**src/rtl/decode_seq_ctrl_if.sv**
```systemverilog
// Handshake bundle between the decode stage and the multi-cycle sequencer.
// The master drives requests and pipeline advance; the slave (sequencer)
// returns stall/stack/flush controls.
interface decode_seq_ctrl_if #(
  parameter int IDX_W = 2
);
  logic             en;
  logic             call_i;
  logic             ret_i;
  logic             rti_i;
  logic             int_i;
  logic             busy_o;
  logic             stall_o;
  logic             push_o;
  logic             pop_o;
  logic [IDX_W-1:0] word_idx_o;
  logic             flags_sel_o;
  logic             second_o;
  logic             flush_o;
  logic             int_ack_o;
  logic [1:0]       op_o;

  modport master (
    output en, call_i, ret_i, rti_i, int_i,
    input  busy_o, stall_o, push_o, pop_o, word_idx_o,
           flags_sel_o, second_o, flush_o, int_ack_o, op_o
  );

  modport slave (
    input  en, call_i, ret_i, rti_i, int_i,
    output busy_o, stall_o, push_o, pop_o, word_idx_o,
           flags_sel_o, second_o, flush_o, int_ack_o, op_o
  );
endinterface

```
**src/rtl/decode_seq_ctrl.sv**
```systemverilog
// Decode-stage sequencer: expands CALL/INT into N-word stack pushes and
// RET/RTI into N-word pops, then issues a one-cycle flush. INT/RTI carry an
// optional extra flags word. Interrupt edges are latched as pending and are
// taken with top priority from IDLE.
module decode_seq_ctrl #(
  parameter int DATA_W     = 16,
  parameter int PC_W       = 32,
  parameter int SAVE_FLAGS = 1,
  parameter int IDX_W      = $clog2((PC_W / DATA_W) + 2)
) (
  input  logic                     clk,
  input  logic                     rst,
  decode_seq_ctrl_if.slave         bus
);

  localparam int WORDS = PC_W / DATA_W;
  localparam logic [IDX_W-1:0] LAST_CR = IDX_W'(WORDS - 1);
  localparam logic [IDX_W-1:0] LAST_IR = IDX_W'(WORDS + SAVE_FLAGS - 1);

  typedef enum logic [1:0] {S_IDLE, S_PUSH, S_POP, S_FLUSH} state_t;
  typedef enum logic [1:0] {OP_CALL = 2'b00, OP_INT = 2'b01,
                            OP_RET  = 2'b10, OP_RTI = 2'b11} op_t;

  state_t           r_state, w_state_nxt;
  op_t              r_op, w_op_nxt;
  logic [IDX_W-1:0] r_cnt, w_cnt_nxt;
  logic             r_int_pend, r_int_prev;
  logic             w_int_edge, w_accept_int, w_is_ir, w_last;
  logic [IDX_W-1:0] w_last_idx;

  logic             w_busy, w_stall, w_push, w_pop, w_fsel, w_second;
  logic             w_flush, w_ack;
  logic [IDX_W-1:0] w_idx;

  assign w_int_edge = bus.int_i & ~r_int_prev;
  assign w_is_ir    = (r_op == OP_INT) || (r_op == OP_RTI);
  assign w_last_idx = w_is_ir ? LAST_IR : LAST_CR;
  assign w_last     = (r_cnt == w_last_idx);

  // State, counter, op and interrupt-latch registers.
  always_ff @(posedge clk) begin
    if (rst) begin
      r_state    <= S_IDLE;
      r_cnt      <= '0;
      r_op       <= OP_CALL;
      r_int_pend <= 1'b0;
      r_int_prev <= 1'b0;
    end else begin
      // Edge capture runs even while the pipeline is frozen; a fresh edge
      // outranks the clear from the interrupt being accepted this cycle.
      r_int_prev <= bus.int_i;
      r_int_pend <= w_int_edge | (r_int_pend & ~w_accept_int);
      if (bus.en) begin
        r_state <= w_state_nxt;
        r_cnt   <= w_cnt_nxt;
        r_op    <= w_op_nxt;
      end
    end
  end

  // Next-state selection and Moore decode of the sequencer outputs.
  always_comb begin
    w_state_nxt  = r_state;
    w_cnt_nxt    = r_cnt;
    w_op_nxt     = r_op;
    w_accept_int = 1'b0;
    w_busy       = (r_state != S_IDLE);
    w_stall      = 1'b0;
    w_push       = 1'b0;
    w_pop        = 1'b0;
    w_idx        = '0;
    w_fsel       = 1'b0;
    w_second     = 1'b0;
    w_flush      = 1'b0;
    w_ack        = 1'b0;
    case (r_state)
      S_IDLE: begin
        // Any request holds decode so a deferred instruction is not lost.
        w_stall = r_int_pend | w_int_edge | bus.call_i | bus.ret_i | bus.rti_i;
        if (bus.en) begin
          if (r_int_pend) begin
            w_op_nxt     = OP_INT;
            w_cnt_nxt    = '0;
            w_state_nxt  = S_PUSH;
            w_accept_int = 1'b1;
          end else if (w_int_edge) begin
            // Interrupt arriving now will be pending next cycle; do not
            // let a lower-priority request start ahead of it.
            w_state_nxt = S_IDLE;
          end else if (bus.call_i) begin
            w_op_nxt    = OP_CALL;
            w_cnt_nxt   = '0;
            w_state_nxt = S_PUSH;
          end else if (bus.ret_i) begin
            w_op_nxt    = OP_RET;
            w_cnt_nxt   = '0;
            w_state_nxt = S_POP;
          end else if (bus.rti_i) begin
            w_op_nxt    = OP_RTI;
            w_cnt_nxt   = '0;
            w_state_nxt = S_POP;
          end
        end
      end
      S_PUSH, S_POP: begin
        w_stall  = 1'b1;
        w_push   = (r_state == S_PUSH);
        w_pop    = (r_state == S_POP);
        w_idx    = r_cnt;
        w_second = (r_cnt != '0);
        // Flags word is the last push of INT and the first pop of RTI.
        if (SAVE_FLAGS != 0) begin
          w_fsel = ((r_state == S_PUSH) && (r_op == OP_INT) && w_last) ||
                   ((r_state == S_POP)  && (r_op == OP_RTI) && (r_cnt == '0));
        end
        if (bus.en) begin
          if (w_last) w_state_nxt = S_FLUSH;
          else        w_cnt_nxt   = r_cnt + IDX_W'(1);
        end
      end
      S_FLUSH: begin
        w_flush = 1'b1;
        w_ack   = (r_op == OP_INT);
        if (bus.en) w_state_nxt = S_IDLE;
      end
      default: w_state_nxt = S_IDLE;
    endcase
  end

  assign bus.busy_o      = w_busy;
  assign bus.stall_o     = w_stall;
  assign bus.push_o      = w_push;
  assign bus.pop_o       = w_pop;
  assign bus.word_idx_o  = w_idx;
  assign bus.flags_sel_o = w_fsel;
  assign bus.second_o    = w_second;
  assign bus.flush_o     = w_flush;
  assign bus.int_ack_o   = w_ack;
  assign bus.op_o        = r_op;

endmodule

```
**src/flat_wrapper.sv**
```systemverilog
// flat-port wrapper written by rule: the top's interface ports become plain ports
module decode_seq_ctrl_flat 
#(
  parameter int DATA_W     = 16,
  parameter int PC_W       = 32,
  parameter int SAVE_FLAGS = 1,
  parameter int IDX_W      = $clog2((PC_W / DATA_W) + 2)
)
  (clk, rst, bus_en, bus_call_i, bus_ret_i, bus_rti_i, bus_int_i, bus_busy_o, bus_stall_o, bus_push_o, bus_pop_o, bus_word_idx_o, bus_flags_sel_o, bus_second_o, bus_flush_o, bus_int_ack_o, bus_op_o);
  decode_seq_ctrl_if #(.IDX_W(IDX_W)) bus_i ();
  input  logic clk;
  input  logic rst;
  input wire logic [$bits(bus_i.en)-1:0] bus_en;
  input wire logic [$bits(bus_i.call_i)-1:0] bus_call_i;
  input wire logic [$bits(bus_i.ret_i)-1:0] bus_ret_i;
  input wire logic [$bits(bus_i.rti_i)-1:0] bus_rti_i;
  input wire logic [$bits(bus_i.int_i)-1:0] bus_int_i;
  output wire logic [$bits(bus_i.busy_o)-1:0] bus_busy_o;
  output wire logic [$bits(bus_i.stall_o)-1:0] bus_stall_o;
  output wire logic [$bits(bus_i.push_o)-1:0] bus_push_o;
  output wire logic [$bits(bus_i.pop_o)-1:0] bus_pop_o;
  output wire logic [$bits(bus_i.word_idx_o)-1:0] bus_word_idx_o;
  output wire logic [$bits(bus_i.flags_sel_o)-1:0] bus_flags_sel_o;
  output wire logic [$bits(bus_i.second_o)-1:0] bus_second_o;
  output wire logic [$bits(bus_i.flush_o)-1:0] bus_flush_o;
  output wire logic [$bits(bus_i.int_ack_o)-1:0] bus_int_ack_o;
  output wire logic [$bits(bus_i.op_o)-1:0] bus_op_o;
  assign bus_i.en = bus_en;
  assign bus_i.call_i = bus_call_i;
  assign bus_i.ret_i = bus_ret_i;
  assign bus_i.rti_i = bus_rti_i;
  assign bus_i.int_i = bus_int_i;
  assign bus_busy_o = bus_i.busy_o;
  assign bus_stall_o = bus_i.stall_o;
  assign bus_push_o = bus_i.push_o;
  assign bus_pop_o = bus_i.pop_o;
  assign bus_word_idx_o = bus_i.word_idx_o;
  assign bus_flags_sel_o = bus_i.flags_sel_o;
  assign bus_second_o = bus_i.second_o;
  assign bus_flush_o = bus_i.flush_o;
  assign bus_int_ack_o = bus_i.int_ack_o;
  assign bus_op_o = bus_i.op_o;
  decode_seq_ctrl #(.DATA_W(DATA_W), .PC_W(PC_W), .SAVE_FLAGS(SAVE_FLAGS), .IDX_W(IDX_W)) u_core (.clk(clk), .rst(rst), .bus(bus_i));
endmodule
```
**config.mk**
```make
export PLATFORM = sky130hd
export DESIGN_NAME = decode_seq_ctrl_flat
export DESIGN_NICKNAME = d
export VERILOG_FILES = /design/src/rtl/decode_seq_ctrl_if.sv /design/src/rtl/decode_seq_ctrl.sv /design/src/flat_wrapper.sv
export SDC_FILE = /design/constraint.sdc
export NUM_CORES = 1
export LEC_CHECK = 0
export CAP_MARGIN = 5
export CORE_AREA = 2 2 39 41
export CTS_BUF_LIST = sky130_fd_sc_hd__clkbuf_8
export DETAILED_ROUTE_END_ITERATION = 8
export DIE_AREA = 0 0 41 43
export HOLD_SLACK_MARGIN = 0.12
export PLACE_DENSITY_LB_ADDON = 0.08
export SETUP_SLACK_MARGIN = 0.05
export SYNTH_ARGS = -nofsm -noshare
export SYNTH_HDL_FRONTEND = slang
export SYNTH_SLANG_ARGS = --single-unit
```
**constraint.sdc**
```tcl
create_clock -name clk -period 3.6 [get_ports clk]
set_input_delay 1.08 -clock clk [delete_from_list [all_inputs] [get_ports clk]]
set_output_delay 1.08 -clock clk [all_outputs]
set_load 0.01 [all_outputs]
```
==> metrics.md <==
| Metric | Value |
|---|---|
| Final WL | `1.425 mm` |
| Setup violations, final | `0` |
| Non-Filler Instances | `117` |
| Multiplexer share of the synthesized area | `0%` |
| Post-Synth XOR/XNOR Area | `0%` |
| DRT met1 WL | `614 µm` |
| WL met3 | `65 µm` |
| Post-Synth Simple-Gate Area | `32.02%` |
| Most used DFF post-synth | `dfxtp_1` |
| CTS Buffer Depth | `2` |
| CTS buffer count | `3` |
| Hold depth | `2` |
| Chip width | `41 µm` |
| Share of layout cells above drive strength 1 | `15.84%` |
| EDFF count, synth | `0` |
| Final antenna-violating net count | `0` |
| VDD IR max | `367.6 µV` |
| Core region area | `1384 µm²` |
| Vias in the first global route | `538` |
| Mapped Area | `636.9 µm²` |
| Skew-Pair Late Insertion Delay | `0.23 ns` |
| Chip height | `43 µm` |
| Placed insts | `114` |
| Initial core utilization | `46.02%` |
| Final core occ | `65.19%` |
| I/O Buffers | `18` |
| Commonest non-fill, non-tap cell in the layout | `clkdlybuf4s50_1` |
| Via density | `5.487` |
| Clock-pin transition on the worst setup and hold timing paths | `0.04 ns` |
| Slew Limit Fails | `0` |
| Final Critical Period | `3.500 ns` |
| Htree depth | `1` |
| Worst path required time | `2.52 ns` |
| CTS tree | `yes` |
| Drt first pass iters | `4` |
| Hold Buf Count CTS | `0` |
| Final Skew | `0.005910 ns` |
| Total number of vias | `642` |
| Critical path launch point type | `input pin` |
| Worst r2r path cells | `6` |
| P per Cell Area | `380.2 nW/µm²` |
| Critical path capture point type | `primary output` |
| Synth Area in Compound Gates | `21.81%` |
| Gpl congestion | `0.8628` |
| Largest family of logic cells by synthesized area | `simple AND/OR/NAND/NOR gates` |
| # IOs | `19` |
| Post-route design area | `902.1 µm²` |
| Syn Inst Count | `78` |
| Least-Margin Pin Slew | `0.3752 ns` |
| Initial antenna violation count | `0` |
| Tot GR Track Use | `18.51%` |
| Row cnt | `14` |
| Met2 wire len | `731 µm` |
| Area grow syn2layout | `41.65%` |
| Synth Area in Adders | `15.72%` |
| Top post-synthesis cells by area | `dfxtp_1 (25%), ha_1 (16%), nor2b_1 (4.9%)` |
| Pin count of the biggest net entering global routing | `10` |
| Post-synth top area share | `25.15%` |
| Worst min-delay path class | `reg2reg` |
| Synth async-reset ratio | `0%` |
| Max frequency | `285.7 MHz` |
| Area after DPL | `852.1 µm²` |
| Most frequent cells in the layout | `clkdlybuf4s50_1 (15), ha_1 (8), dfxtp_1 (8), inv_1 (7)` |
| Avg Cell Area, Syn | `8.165 µm²` |
| Status | `finished clean` |
| P_leak | `0.3695 nW` |
| Post-CTS Setup Repair Bufs | `0` |
| Root buffer cell | `clkbuf_8` |
| Synth Register Bits | `8` |
| Residual DRC count | `0` |
| Max_slew headroom | `74.93%` |
| Critical-path maximum fanout | `2` |
| Overflow left after global routing | `0` |
| Final setup TNS | `0 ns` |
| Max-Cap Viols | `0` |
| DRT iter0 DRCs | `9` |
| Register area share after synthesis | `25.15%` |
| Syn Nets | `93` |
| Yosys warnings | `0` |
| CTS Sinks | `8` |
| DP Wirelength | `1.111 mm` |
| Crit path kind | `in2out` |
| Routed len/inst | `12.18 µm` |
| Die area | `1763 µm²` |
| Nets@finish | `118` |
| Library cells used by synthesis | `32` |
| Antenna Cells | `0` |
| Leading area contributor after synthesis | `dfxtp_1` |
| First-pass GRT wire length | `2.194 mm` |
| RSZ-0062 raised after global routing | `no` |
| Final Hold Vio Count | `0` |
| Uppermost routed layer | `met4` |
| Period Utilization, post-route | `97.22%` |
| Worst endpoint data arrival time | `2.42 ns` |
## cells in the mapped netlist (3+ instances only)
master / number
nand2_1: 4
nand3_1: 4
o21ai_0: 3
or4_1: 3
ha_1: 8
nor2b_1: 5
nor2_1: 5
inv_1: 7
a21oi_1: 6
dfxtp_1: 8
## through the flow
step	total power, mW	hold slack, ns	worst slack [ns]
global placement	0.2346	0.5036	-0.3439
detailed placement	0.2362	0.5110	-0.3421
floorplan	0.1857	0.4716	0.5697
finish	0.3429	0.5060	0.1001
CTS	0.3449	0.5162	0.08428
global route	0.3659	0.5507	0.05221
## logic make-up after synthesis
logic type,after synthesis
DFF,8
AOI/OAI and AO/OA,20
adders and majority gates,8
and+or+nand+nor,34
buffers and inverters,8
## worst max-delay path: stages
cell	delay (ns)
dlygate4sd2_1	0.24
or2_4	0.23
or4_4	0.53
a21oi_2	0.16
nor2_1	0.05
buf_2	0.13
## registers in the layout, summed over array words and instances, names as in the netlist
name / cells
u_core.r_int_pend: 1
u_core.r_cnt: 2
u_core.r_int_prev: 1
u_core.bus.op_o: 2
u_core.r_state: 2
## per-layer routing
layer,global-route usage [%],vias to the layer above
li1,-,327
met1,22.01,293
met2,31.56,20
met3,4.712,2
met4,4.000,0
met5,0,-
## power by group
group,internal (mW),switching [mW]
registers,0.0972,0.00946
clock network,0.0724,0.0353
logic,0.0652,0.0633
total,0.235,0.108
## layout make-up
cell class                 count  area, µm²
clock buffer                   3      41.29
tap                           16      20.02
fill                         129      481.7
timing repair buffer          21      198.9
sequential                     8      160.2
inverter                       7      26.28
multi-input combinational     62      455.4
## path summary, 6_finish.rpt
path | endpoint | slack (ns) | start
worst max-delay path | bus_stall_o | 0.10 | bus_call_i
worst min-delay path | u_core.r_cnt[0]$_SDFFE_PP0P_ | 0.51 | u_core.r_cnt[0]$_SDFFE_PP0P_
worst max register to register | u_core.r_state[0]$_SDFFE_PP0P_ | 1.66 | u_core.r_state[0]$_SDFFE_PP0P_
worst min register to register | u_core.r_cnt[0]$_SDFFE_PP0P_ | 0.51 | u_core.r_cnt[0]$_SDFFE_PP0P_
## timing repair
item / 4_1_cts / 5_1_grt
resized for setup: 8 / 2
pin swaps: 2 / 1
setup endpoints to repair: 1 / 1
No activity file was read; power rests on OpenSTA's default activity.
